File: config.mk
export PLATFORM = sky130hd
export DESIGN_NAME = bxu_io_port
export DESIGN_NICKNAME = d
export VERILOG_FILES = /design/src/rtl/bxu_io_port.sv
export SDC_FILE = /design/constraint.sdc
export NUM_CORES = 1
export LEC_CHECK = 0
export BUFFER_PORTS_ARGS = -buffer_cell sky130_fd_sc_hd__clkbuf_2
export CAP_MARGIN = 25
export CORE_ASPECT_RATIO = 1.25
export CORE_MARGIN = 4
export CORE_UTILIZATION = 29
export DETAILED_ROUTE_END_ITERATION = 6
export PLACE_DENSITY_LB_ADDON = 0.2
export SLEW_MARGIN = 20
export SYNTH_ARGS = -nofsm -noshare
export SYNTH_HDL_FRONTEND = slang
export SYNTH_SLANG_ARGS = --single-unit
File: constraint.sdc
create_clock -name clk -period 2.5 [get_ports clk]
set_input_delay 0.5 -clock clk [delete_from_list [all_inputs] [get_ports clk]]
set_output_delay 0.5 -clock clk [all_outputs]
set_load 0.02 [all_outputs]
File: src/rtl/bxu_io_port.sv
// Peripheral-side responder for the BXU core byte I/O handshakes: a small input FIFO feeding the
// core over a four-phase input handshake, and a one-entry holding register draining core output.
module bxu_io_port #(
   parameter int unsigned DATA_BITWIDTH = 8,
   parameter int unsigned IN_FIFO_AW    = 2
) (
   input  logic                     clk,
   input  logic                     rst_n,
   output logic                     io_input_ready,
   input  logic                     io_input_done,
   output logic [DATA_BITWIDTH-1:0] io_input_data,
   input  logic                     io_output_ready,
   input  logic [DATA_BITWIDTH-1:0] io_output_data,
   output logic                     io_output_done,
   input  logic [DATA_BITWIDTH-1:0] s_data,
   input  logic                     s_valid,
   output logic                     s_ready,
   output logic [DATA_BITWIDTH-1:0] m_data,
   output logic                     m_valid,
   input  logic                     m_ready,
   output logic [IN_FIFO_AW:0]      in_count
);

   localparam int unsigned Depth = 2 ** IN_FIFO_AW;
   localparam logic [IN_FIFO_AW:0] DepthCnt = (IN_FIFO_AW + 1)'(Depth);

   typedef enum logic [1:0] {IIdle, IOffer, IRelease} in_state_e;
   typedef enum logic [0:0] {OIdle, OAck} out_state_e;

   logic [DATA_BITWIDTH-1:0] mem_q [Depth];
   logic [IN_FIFO_AW-1:0]    wr_ptr_q, wr_ptr_d;
   logic [IN_FIFO_AW-1:0]    rd_ptr_q, rd_ptr_d;
   logic [IN_FIFO_AW:0]      count_q, count_d;
   logic                     push, pop;

   in_state_e                in_state_q, in_state_d;
   logic [DATA_BITWIDTH-1:0] in_data_q, in_data_d;

   out_state_e               out_state_q, out_state_d;
   logic [DATA_BITWIDTH-1:0] m_data_q, m_data_d;
   logic                     m_valid_q, m_valid_d;
   logic                     capture;

   // ---------------- input FIFO ----------------
   assign s_ready = (count_q != DepthCnt);
   assign push    = s_valid && s_ready;

   always_comb begin
      wr_ptr_d = wr_ptr_q;
      rd_ptr_d = rd_ptr_q;
      count_d  = count_q;
      if (push) wr_ptr_d = wr_ptr_q + 1'b1;
      if (pop)  rd_ptr_d = rd_ptr_q + 1'b1;
      if (push && !pop)      count_d = count_q + 1'b1;
      else if (!push && pop) count_d = count_q - 1'b1;
   end

   // Storage needs no reset: pointers alone define validity.
   always_ff @(posedge clk) begin
      if (push) mem_q[wr_ptr_q] <= s_data;
   end

   // ---------------- input handshake FSM ----------------
   always_comb begin
      in_state_d = in_state_q;
      in_data_d  = in_data_q;
      pop        = 1'b0;
      unique case (in_state_q)
         IIdle: begin
            if ((count_q != '0) && !io_input_done) begin
               in_data_d  = mem_q[rd_ptr_q];
               in_state_d = IOffer;
            end
         end
         IOffer: begin
            if (io_input_done) begin
               pop        = 1'b1;
               in_state_d = IRelease;
            end
         end
         IRelease: begin
            if (!io_input_done) in_state_d = IIdle;
         end
         default: in_state_d = IIdle;
      endcase
   end

   // ---------------- output handshake FSM ----------------
   // Holding register is free when empty or being drained this cycle.
   assign capture = (out_state_q == OIdle) && io_output_ready && (!m_valid_q || m_ready);

   always_comb begin
      out_state_d = out_state_q;
      m_data_d    = m_data_q;
      m_valid_d   = m_valid_q;
      if (m_valid_q && m_ready) m_valid_d = 1'b0;
      unique case (out_state_q)
         OIdle: begin
            if (capture) begin
               m_data_d    = io_output_data;
               m_valid_d   = 1'b1;
               out_state_d = OAck;
            end
         end
         OAck: begin
            if (!io_output_ready) out_state_d = OIdle;
         end
         default: out_state_d = OIdle;
      endcase
   end

   always_ff @(posedge clk or negedge rst_n) begin
      if (!rst_n) begin
         wr_ptr_q    <= '0;
         rd_ptr_q    <= '0;
         count_q     <= '0;
         in_state_q  <= IIdle;
         in_data_q   <= '0;
         out_state_q <= OIdle;
         m_data_q    <= '0;
         m_valid_q   <= 1'b0;
      end else begin
         wr_ptr_q    <= wr_ptr_d;
         rd_ptr_q    <= rd_ptr_d;
         count_q     <= count_d;
         in_state_q  <= in_state_d;
         in_data_q   <= in_data_d;
         out_state_q <= out_state_d;
         m_data_q    <= m_data_d;
         m_valid_q   <= m_valid_d;
      end
   end

   assign io_input_ready  = (in_state_q == IOffer);
   assign io_input_data   = in_data_q;
   assign io_output_done  = (out_state_q == OAck);
   assign m_data          = m_data_q;
   assign m_valid         = m_valid_q;
   assign in_count        = count_q;

endmodule
# Word-level counts from Yosys, hierarchy flattened
# Memories as Yosys holds them, arrays and structs flattened. A register that Yosys moved wholly into a read port is not among the register bits.
# Cells that the tools add are included.
# Widths: inputs -> output; s select.
# word_totals
ramBits	32
mem_count	1
ff_bits	19
wordCells	54
output_inout_bits	23
# mem_list
name	words	width	read_ports	rd_clocked_by_memory_dff	wr	line_no	text
mem_q	4	8	1	1	1	30	logic [DATA_BITWIDTH-1:0] mem_q [Depth];
# classes
bitwise_logic	1
n_eq_ne	6
n_addsub	4
n_reduce_logical	19
mux	16
# op_table
op	count
$mux 1	9
$logic_and 1x1->1	7
$mux 2	3
$mux 3	2
$pmux 2 s3	1
$logic_not 1->1	5
$add 2x1->2 const B	2
$ne 2x2->1 const B	2
$reduce_and 2->1	2
$add 3x1->3 const B	1
$ne 3x3->1 const B	1
$reduce_and 3->1	1
$reduce_bool 3->1	1
$sub 3x1->3 const B	1
$eq 2x1->1 const B	1
$eq 2x2->1 const B	1
$logic_not 2->1	1
$ne 2x1->1 const B	1
$pmux 1 s2	1
$reduce_bool 2->1	1
$logic_or 1x1->1	1
$not 1->1	1

# Longest topological paths before layout
# Gate-level depths: netlist of run 1.
# logic_depth
ltp_word	6
mapped_depth	8
ltp_nobuf	8

# Worst setup path before layout of run 1
# No wires, ideal clock.
# synth_path
path_type	register -> register
startpoint	reg in_state_q[1]
endpoint	reg count_q[1] (netlist: in_count[1])
setup_slack_ns	0.493
setup_time_ns	0.125
arrival_ns	1.883
path_stages_with_launch	7
period_less_slack_ns	2.007
path_buffers	0
cell_sequence	dfrtp_1 -> nor2b_1 -> nand2_1 -> ha_1 -> inv_1 -> fa_1 -> mux2_2
# synth_via
elab_chain_cells	5
word_cells_on_any_way	7
# synth_rtl
element	line_no	text
from (decl)	36	in_state_e in_state_q, in_state_d;
from (signal assigned)	117	in_state_q <= IIdle;
from (signal assigned)	126	in_state_q <= in_state_d;
$eq 2x1->1	-	
via io_input_ready	9	output logic io_input_ready,
$mux 1	68	unique case (in_state_q)
$logic_not 1->1	54	if (push && !pop) count_d = count_q + 1'b1;
$logic_and 1x1->1	54	
$mux 3	54	
via count_d[1]	33	logic [IN_FIFO_AW:0] count_q, count_d;
to (signal assigned)	125	count_q <= count_d;
to (decl)	33	
# The timed path passes the listed nets, and every way through them passes these cells.
# A chain may end at the register's enable or synchronous reset.

# Worst setup path in the final report of run 1
# layout_path
startpoint	reg count_q[0] (netlist: in_count[0])
endpoint	reg count_q[2] (netlist: in_count[2])
# layout_via
elab_chain_cells	5
word_cells_on_any_way	10
# layout_rtl
element	line_no	text
$ne 3x3->1 *	45	assign s_ready = (count_q != DepthCnt);
$logic_and 1x1->1 *	46	assign push = s_valid && s_ready;
via push	34	logic push, pop;
$logic_not 1->1	55	else if (!push && pop) count_d = count_q - 1'b1;
$logic_and 1x1->1	55	
$reduce_bool 2->1 (no source line)	-	
# Mark *: on every way through the listed nets, which the timed path passes. The rest lies on a longest branch. The select of a mux whose other input is x is not followed.

==> results of run 1 <==
==> sequential cells by signal, indices dropped and copies added, names as in the netlist <==
name	count
in_count	3
in_state_q	2
io_input_data	8
io_output_done	1
m_data	8
m_valid	1
mem_q	32
rd_ptr_q	2
wr_ptr_q	2
==> how the worst max path moves through the flow <==
stage | startpoint | slack [ps] | end | depth (start not counted)
floorplan | in_state_q[1] | 490 | in_count[1] | 6
global placement | s_valid | 530 | in_count[2] | 8
detailed placement | s_valid | 440 | in_count[2] | 8
CTS | in_count[0] | 400 | in_count[2] | 8
global route | in_count[0] | 280 | in_count[2] | 8
finish | in_count[0] | 430 | in_count[2] | 8
==> layout make-up <==
cell class / instances / area, um^2 / area share (%)
clock buffers: 14 / 215 / 7.37
multi-input cells: 60 / 679 / 23.3
clock inverters: 2 / 35.0 / 1.20
well taps: 95 / 119 / 4.07
repair buffers: 44 / 220 / 7.54
inverters: 4 / 15.0 / 0.514
flip-flops and latches: 59 / 1640 / 56.0
==> per-stage QoR <==
step	worst slack, ps	instances
4_1_cts	404	278
6_report	435	278
3_5_place_dp	442	262
5_1_grt	277	278
3_3_place_gp	527	262
2_1_floorplan	493	126
==> cells in the final DEF (no fill, tap or decap), types with 2 or more instances in the layout <==
| cell type | instances |
|---|---|
| nor2_1 | 4 |
| clkbuf_8 | 12 |
| clkbuf_16 | 2 |
| and2_1 | 4 |
| mux2_2 | 10 |
| nand2_1 | 2 |
| dfrtp_1 | 27 |
| mux4_2 | 8 |
| clkbuf_2 | 44 |
| mux2_4 | 8 |
| nor3_1 | 2 |
| ha_1 | 5 |
| xnor2_1 | 4 |
| nor2b_1 | 2 |
| edfxtp_1 | 32 |
| inv_1 | 4 |
| xor2_1 | 2 |
==> per-layer routing <==
layer	vias up	track usage, %	part of all wire (%)
li1	571	-	-
met1	622	10.3	37
met2	35	16.4	54
met3	4	3.78	8.1
met4	0	5.51	0.83
met5	-	0	0
==> cell families after synthesis <==
kind of cell | after synthesis
AOI/OAI and AO/OA | 3
adders and majority gates | 6
and+or+nand+nor | 19
xor gates and xnor gates | 6
DFF | 59
muxes | 26
buffers and inverters | 7
==> power by group <==
group / switching (W) / internal, W / total (W)
combinational: 0.000483 / 0.000504 / 0.000986
sequential: 0.000219 / 0.00131 / 0.00153
clock: 0.000358 / 0.000662 / 0.00102
==> results.sh, run 1 <==
export IMPL_outcome="completed"
export IMPL_crit_family="adder cells"
export IMPL_slowest_delay_ps=460
export IMPL_std_cell_rows=36
export IMPL_slew_headroom_pct=50.6
export IMPL_via_per_inst=4.43
export IMPL_regToRegSetupSlack_ps=430
export IMPL_grt_pass1_vias=1306
export IMPL_seq_area_frac_synth_pct=69.6
export IMPL_antenna_found_initial=0
export IMPL_path_cells="nor2_1 -> a21boi_2 -> ha_1 -> inv_1 -> fa_1 -> xor2_1 -> nor2_1 -> xor2_1"
export IMPL_clkLatencyLatePin_ps=330
export IMPL_grt_pass1_wl_mm=6.58
export IMPL_dp_hpwl_mm=2.94
export IMPL_ys_top_cells_by_area="edfxtp_1 41%, dfrtp_1 29%, mux4_2 7.7%"
export IMPL_setup_viol=0
export IMPL_gp_routability_congestion=0.690
export IMPL_syn_num_nets=154
export IMPL_die_area_um2=9620
export IMPL_cts_tree="yes"
export IMPL_drt_total_wl_mm=4.24
export IMPL_cp_arrival_ps=2320
export IMPL_synthCells=126
export IMPL_synth_fa_ha_area_share_pct=3.51
export IMPL_crit_required_ps=2750
export IMPL_drt_iter0_drc=72
export IMPL_synth_top_area_share_pct=40.9
export IMPL_die_w_um=88.5
export IMPL_via_count=1232
export IMPL_postSynth_asyncResetShare_pct=45.8
export IMPL_stdcell_area_um2=2920
export IMPL_post_synth_top_area_cell="edfxtp_1"
export IMPL_post_cts_buffers=0
export IMPL_cts_hold_buf=0
export IMPL_cp_num_buf_inv=1
export IMPL_cts_buffers=9
export IMPL_cts_resized=0
export IMPL_worst_pin_slew_ps=741
export IMPL_synth_compound_area_share_pct=1.01
export IMPL_critPathMaxFanout=7
export IMPL_reg2reg_depth=8
export IMPL_drive_gt1_share_pct=48.1
export IMPL_clk_pin_slew_ps=70
export IMPL_coreArea_um2=7840
export IMPL_cts_htree_levels=3
export IMPL_setup_tns_final_ps=0
export IMPL_ys_seq_elements=59
export IMPL_path_class="flip-flop to flip-flop"
export IMPL_reg2reg_from="in_count[0]"
export IMPL_hold_path_class="input port to asynchronous set/reset pin"
export IMPL_firstDrtPassIters=4
export IMPL_port_buffers=44
export IMPL_synth_edff_count=32
export IMPL_synth_top_family_by_area="multiplexers"
export IMPL_clock_skew_ps=7.32
export IMPL_grt_max_degree=28
export IMPL_synth_area_um2=2350
export IMPL_drv_slew=0
export IMPL_end_kind="flip-flop"
export IMPL_start_util_pct=30.0
export IMPL_fin_util_pct=37.3
export IMPL_num_antenna_cells=0
export IMPL_drc=0
export IMPL_hold_worst_slack_ps=219
export IMPL_yosysMostFrequentCell="edfxtp_1"
export IMPL_ant_nets=0
export IMPL_total_power_w=0.00353
export IMPL_ys_warn_count=0
export IMPL_leakagePower_nw=1.21
export IMPL_period_share_pct=82.6
export IMPL_clock_sinks=59
export IMPL_fillers=775
export IMPL_rsz0062_at_grt="no"
export IMPL_io_pins=45
export IMPL_root_buffer="clkbuf_8"
export IMPL_synthToLayoutAreaGrowth_pct=24.2
export IMPL_synthMuxAreaShare_pct=17.6
export IMPL_clock_fmax_ghz=0.484
export IMPL_clockBufferDepth=2
export IMPL_max_cap_viol_count=0
export IMPL_netlist_top_cells_count="32 x edfxtp_1, 27 x dfrtp_1, 10 x mux2_2, 8 x mux2_4, 8 x mux4_2"
export IMPL_grt_overflow_total=0
export IMPL_globalRouteTotalUtil_pct=9.74
export IMPL_ir_drop_mv=0.454
export IMPL_avgSynthCellArea_um2=18.7
export IMPL_wl_per_cell_um=15.2
export IMPL_r2r_end="in_count[2]"
export IMPL_die_height_um=109
export IMPL_power_density_nw_per_um2=1210
export IMPL_slowest_stage="dfrtp_1"
export IMPL_ys_flop_type="edfxtp_1"
export IMPL_synth_distinct_cells=26
export IMPL_final_hold_violation_count=0
export IMPL_dpl_instance_area_um2=2670
export IMPL_synth_simple_area_share_pct=4.58
export IMPL_period_minus_slack_ps=2070
export IMPL_startpoint_type="flip-flop"
export IMPL_layout_nets=206
export IMPL_synth_xor_area_share_pct=2.24
Power figures use the tool's default switching activity.
==> run 2: changes to the inputs <==
Clock period 2.5 ns to 2 ns, I/O delays scaled along.
==> run 2 against run 1 <==
Sequential share of layout area grew 0.70 points. Die area is the same. Non-clock buffer count grew 5. Routed wire length grew 2.7%. Flip-flop and latch count is the same. Total power grew 19%. Largest cell class unchanged. Fmax grew 11%.
==> results.sh, run 2 (same netlist as run 1, synthesis figures left out) <==
export IMPL_cts_buffers=9
export IMPL_startpoint_type="flip-flop"
export IMPL_power_density_nw_per_um2=1450
export IMPL_io_pins=45
export IMPL_final_common_cell="clkbuf_2"
export IMPL_coreArea_um2=7840
export IMPL_die_area_um2=9620
export IMPL_std_cell_rows=36
export IMPL_rsz0062_at_grt="no"
export IMPL_ant_nets=0
export IMPL_total_power_w=0.00419
export IMPL_clock_skew_ps=6.42
export IMPL_slew_headroom_pct=52.1
export IMPL_via_count=1249
export IMPL_period_minus_slack_ps=1860
export IMPL_preCtsSetupSlack_ps=152
export IMPL_port_buffers=44
export IMPL_fillers=766
export IMPL_drv_slew=0
export IMPL_ir_drop_mv=0.485
export IMPL_max_cap_viol_count=0
export IMPL_clockBufferDepth=2
export IMPL_root_buffer="clkbuf_8"
export IMPL_cts_htree_levels=3
export IMPL_largest_register="mem_q"
export IMPL_dr_wl_met2_mm=2.49
export IMPL_setup_tns_final_ps=0
export IMPL_leakagePower_nw=1.20
export IMPL_drt_total_wl_mm=4.35
export IMPL_start_util_pct=30.0
export IMPL_cts_hold_buf=0
export IMPL_clock_fmax_ghz=0.537
export IMPL_path_class="flip-flop to flip-flop"
export IMPL_globalRouteTotalUtil_pct=10.2
export IMPL_gp_routability_congestion=0.685
export IMPL_end_kind="flip-flop"
export IMPL_drt_iter0_drc=93
export IMPL_layout_setup_ws_ps=137
export IMPL_final_hold_violation_count=0
export IMPL_via_per_inst=4.43
export IMPL_critPathMaxFanout=6
export IMPL_worst_pin_slew_ps=718
export IMPL_clkLatencyLatePin_ps=330
export IMPL_antenna_found_initial=0
export IMPL_clk_pin_slew_ps=60
export IMPL_grt_overflow_total=0
export IMPL_die_height_um=109
export IMPL_clock_sinks=59
export IMPL_grt_pass1_vias=1408
export IMPL_grt_max_degree=28
export IMPL_grt_pass1_wl_mm=7.00
export IMPL_cp_arrival_ps=2070
export IMPL_wl_per_cell_um=15.4
export IMPL_layout_nets=211
export IMPL_num_antenna_cells=0
export IMPL_hold_path_class="input port to asynchronous set/reset pin"
export IMPL_drive_gt1_share_pct=48.7
export IMPL_dp_hpwl_mm=3.07
export IMPL_period_share_pct=93.2
export IMPL_drt_met1_wl_mm=1.50
export IMPL_firstDrtPassIters=4
export IMPL_outcome="completed"
export IMPL_cts_tree="yes"
export IMPL_top_layer="met4"
export IMPL_die_w_um=88.5
export IMPL_crit_required_ps=2210
export IMPL_drc=0
export IMPL_met3WireLength_um=250
export IMPL_setup_viol=0
export IMPL_final_cell_mix="44 x clkbuf_2, 32 x edfxtp_1, 26 x dfrtp_1"
export IMPL_largest_reg_flops=32
export IMPL_synthToLayoutAreaGrowth_pct=22.8
## run 2: changes by cell type in the layout (fill, tap and decap cells not counted)
cell | previous run | this run
nor2b_1 | 2 | 1
nor2b_2 | 0 | 1
dfrtp_2 | 0 | 1
clkbuf_1 | 0 | 3
dfrtp_1 | 27 | 26
buf_4 | 0 | 5
clkbuf_16 | 2 | 0
clkbuf_8 | 12 | 9
clkinv_2 | 1 | 2
## run 2: worst max-delay path, stage by stage, from the launching register on
cell      delay, ps
dfrtp_2         450
nor2_1          180
a21boi_2         90
ha_1            240
inv_1            80
fa_1            430
mux2_2          280
## run 2: worst paths after layout
kind                                         end  slack, ps           from  cells past startpoint
worst max-delay path                 in_count[1]        140    in_count[1]                      6
worst min-delay path            io_input_data[5]        120          rst_n                      1
worst max register to register       in_count[1]        140    in_count[1]                      6
worst min register to register     in_state_q[0]        500  in_state_q[1]                      1
max in group asynchronous            in_count[1]       1370          rst_n                      1
min in group clk                     mem_q[0][4]        290      s_data[4]                      1
## run 2: cell type report
cell class | instances | area [um^2] | area share [%]
well taps | 95 | 119 | 4.12
repair buffers | 49 | 258 | 8.93
multi-input cells | 60 | 682 | 23.6
clock inverters | 3 | 40.0 | 1.39
clock buffers | 12 | 135 | 4.68
flip-flops and latches | 59 | 1640 | 56.7
inverters | 4 | 15.0 | 0.520
## run 2: timing repair
item,in CTS,in global routing
setup endpoints to repair,0,1
endpoints found under the hold margin,0,0
setup buffers,0,0
gates resized for setup,0,1
## run 2: power breakdown
| part | total (W) | leakage (nW) | internal [W] | switching (W) |
|---|---|---|---|---|
| sequential | 0.00186 | 0.611 | 0.00164 | 0.000215 |
| clock | 0.000982 | 0.0902 | 0.000565 | 0.000417 |
| combinational | 0.00135 | 0.498 | 0.000673 | 0.000680 |
| total | 0.00419 | 1.20 | 0.00288 | 0.00131 |
## run 2: through the flow
| step | cell area, um^2 | utilization (%) | hold slack [ps] | cells |
|---|---|---|---|---|
| final | 2890 | 36.8 | 118 | 282 |
| after global placement | 2710 | 34.6 | 470 | 267 |
| after CTS | 2890 | 36.8 | 138 | 282 |
| after global routing | 2890 | 36.8 | 174 | 282 |
| after detailed placement | 2710 | 34.6 | 495 | 267 |
| after floorplan | 2350 | - | 104 | 126 |
## run 2: layer usage
layer	vias up	GRT usage (%)
met3	9	3.48
li1	577	-
met1	633	10.1
met5	-	0
met2	30	18.1
met4	0	5.83
==> run 3: changes to the inputs <==
Settings changed: CTS_BUF_LIST from default to sky130_fd_sc_hd__clkbuf_16, GPL_ROUTABILITY_DRIVEN from default to 0, RECOVER_POWER from default to 25.
==> run 3 against run 2 <==
The run now ends with max-capacitance violations, max-slew violations left. Via count decreased by 0.64%. Hold slack improved by 190 ps. First-iteration DRC count down 14%. Global-route usage is essentially flat. Non-clock buffer count stayed put. Sequential power hardly changed. Combinational power about the same. Critical path depth is the same. Fmax increased by 0.27%. Clock-buffer cell count down 3. Flip-flop and latch count is the same.
==> results.sh, run 3 (same netlist as run 1, synthesis figures left out) <==
export IMPL_outcome="finished, violations left"
export IMPL_io_pins=45
export IMPL_globalRouteTotalUtil_pct=10.2
export IMPL_setup_viol=0
export IMPL_min_from="io_input_done"
export IMPL_hold_worst_slack_ps=304
export IMPL_leakagePower_nw=1.23
export IMPL_reg2reg_from="in_count[1]"
export IMPL_port_buffers=44
export IMPL_critPathMaxFanout=6
export IMPL_dp_hpwl_mm=3.07
export IMPL_drv_slew=28
export IMPL_clock_sinks=59
export IMPL_drive_gt1_share_pct=43.9
export IMPL_whs_path_depth=2
export IMPL_via_per_inst=4.40
export IMPL_die_area_um2=9620
export IMPL_num_antenna_cells=0
export IMPL_clockBufferDepth=2
export IMPL_regToRegSetupSlack_ps=140
export IMPL_wl_per_cell_um=15.5
export IMPL_die_w_um=88.5
export IMPL_fin_util_pct=38.0
export IMPL_cp_arrival_ps=2060
export IMPL_drc=0
export IMPL_clk_pin_slew_ps=50
export IMPL_clkLatencyLatePin_ps=320
export IMPL_largest_reg_flops=32
export IMPL_power_frac_seq_pct=40.3
export IMPL_path_class="flip-flop to flip-flop"
export IMPL_cts_tree="yes"
export IMPL_root_buffer="clkbuf_16"
export IMPL_hold_path_class="input port to flip-flop"
export IMPL_worst_pin_slew_ps=1540
export IMPL_p_comb_share_pct=29.3
export IMPL_drt_iter0_drc=80
export IMPL_final_common_cell="clkbuf_2"
export IMPL_r2r_end="in_count[1]"
export IMPL_slew_headroom_pct=-2.91
export IMPL_post_cts_buffers=0
export IMPL_reg2reg_depth=6
export IMPL_critPathLaunch="in_count[1]"
export IMPL_power_switching_w=0.00136
export IMPL_clock_skew_ps=5.46
export IMPL_period_share_pct=92.9
export IMPL_grt_pass1_wl_mm=6.96
export IMPL_die_height_um=109
export IMPL_grt_max_degree=28
export IMPL_rsz0062_at_grt="no"
export IMPL_clock_fmax_ghz=0.538
export IMPL_internal_power_w=0.00325
export IMPL_clkPwrFrac_pct=30.4
export IMPL_std_cell_rows=36
export IMPL_min_to="in_state_q[0]"
export IMPL_end_kind="flip-flop"
export IMPL_period_minus_slack_ps=1860
export IMPL_antenna_found_initial=0
export IMPL_via_count=1241
export IMPL_setup_tns_final_ps=0
export IMPL_startpoint_type="flip-flop"
export IMPL_synthToLayoutAreaGrowth_pct=26.6
export IMPL_layout_nets=211
export IMPL_largest_register="mem_q"
export IMPL_violations="max-capacitance violations, max-slew violations"
export IMPL_final_cell_mix="35 x clkbuf_2, 32 x edfxtp_1, 26 x dfrtp_1"
export IMPL_grt_overflow_total=0
export IMPL_ant_nets=0
export IMPL_grt_pass1_vias=1419
export IMPL_swShare_pct=29.6
export IMPL_firstDrtPassIters=4
export IMPL_layout_setup_ws_ps=142
export IMPL_cts_htree_levels=3
export IMPL_cts_buffers=9
export IMPL_ir_drop_mv=0.493
export IMPL_start_util_pct=30.0
export IMPL_preCtsSetupSlack_ps=152
export IMPL_drt_total_wl_mm=4.36
export IMPL_cts_hold_buf=0
export IMPL_power_density_nw_per_um2=1550
export IMPL_max_cap_viol_count=1
export IMPL_final_hold_violation_count=0
export IMPL_coreArea_um2=7840
export IMPL_crit_required_ps=2200
[run 3: power groups by stage]
stage / Clock (W) / Combinational, W / Sequential (W)
floorplan: 0 / 0.000812 / 0.00200
global placement: 0 / 0.00133 / 0.00186
global route: 0.00150 / 0.00149 / 0.00191
CTS: 0.00144 / 0.00139 / 0.00187
finish: 0.00140 / 0.00135 / 0.00186
detailed placement: 0 / 0.00139 / 0.00188
[run 3: metrics by stage]
step / power (W) / area (um^2) / instances
floorplan: 0.00281 / 2350 / 126
global placement: 0.00319 / 2710 / 267
detailed placement: 0.00327 / 2710 / 267
CTS: 0.00470 / 2990 / 282
global route: 0.00489 / 2980 / 282
finish: 0.00461 / 2980 / 282
[run 3: timing repair]
action / 4_1_cts / 5_1_grt
endpoints found under the hold margin: 0 / 0
endpoints found under the setup margin: 0 / 1
gates resized for setup: 0 / 1
[run 3: how the worst max path moves through the flow]
| stage | end | slack (ps) |
|---|---|---|
| finish | in_count[1] | 140 |
| CTS | in_count[1] | 120 |
| global route | in_count[1] | 40 |
| global placement | in_count[2] | 260 |
| detailed placement | in_count[1] | 150 |
| floorplan | in_count[2] | 7 |
[run 3: routing by layer]
layer  global-route usage, %  wire, um  vias to the layer above
li1                        -         -                      578
met1                    9.94      1530                      627
met2                    18.2      2490                       28
met3                    3.48       245                        8
met4                    5.83       103                        0
met5                       0         0                        -
[run 3: worst max-delay path, cell delays in order (launching register included)]
cell      delay, ps
dfrtp_2         440
nor2_1          180
a21boi_2         90
ha_1            240
inv_1            80
fa_1            420
mux2_2          280
[run 3: final cells by class]
type                    instances  area (um^2)
clock inverters                 6         51.3
inverters                       4         15.0
well taps                      95          119
fillers                       759         4860
repair buffers                 49          246
clock buffers                   9          225
multi-input cells              60          682
flip-flops and latches         59         1640
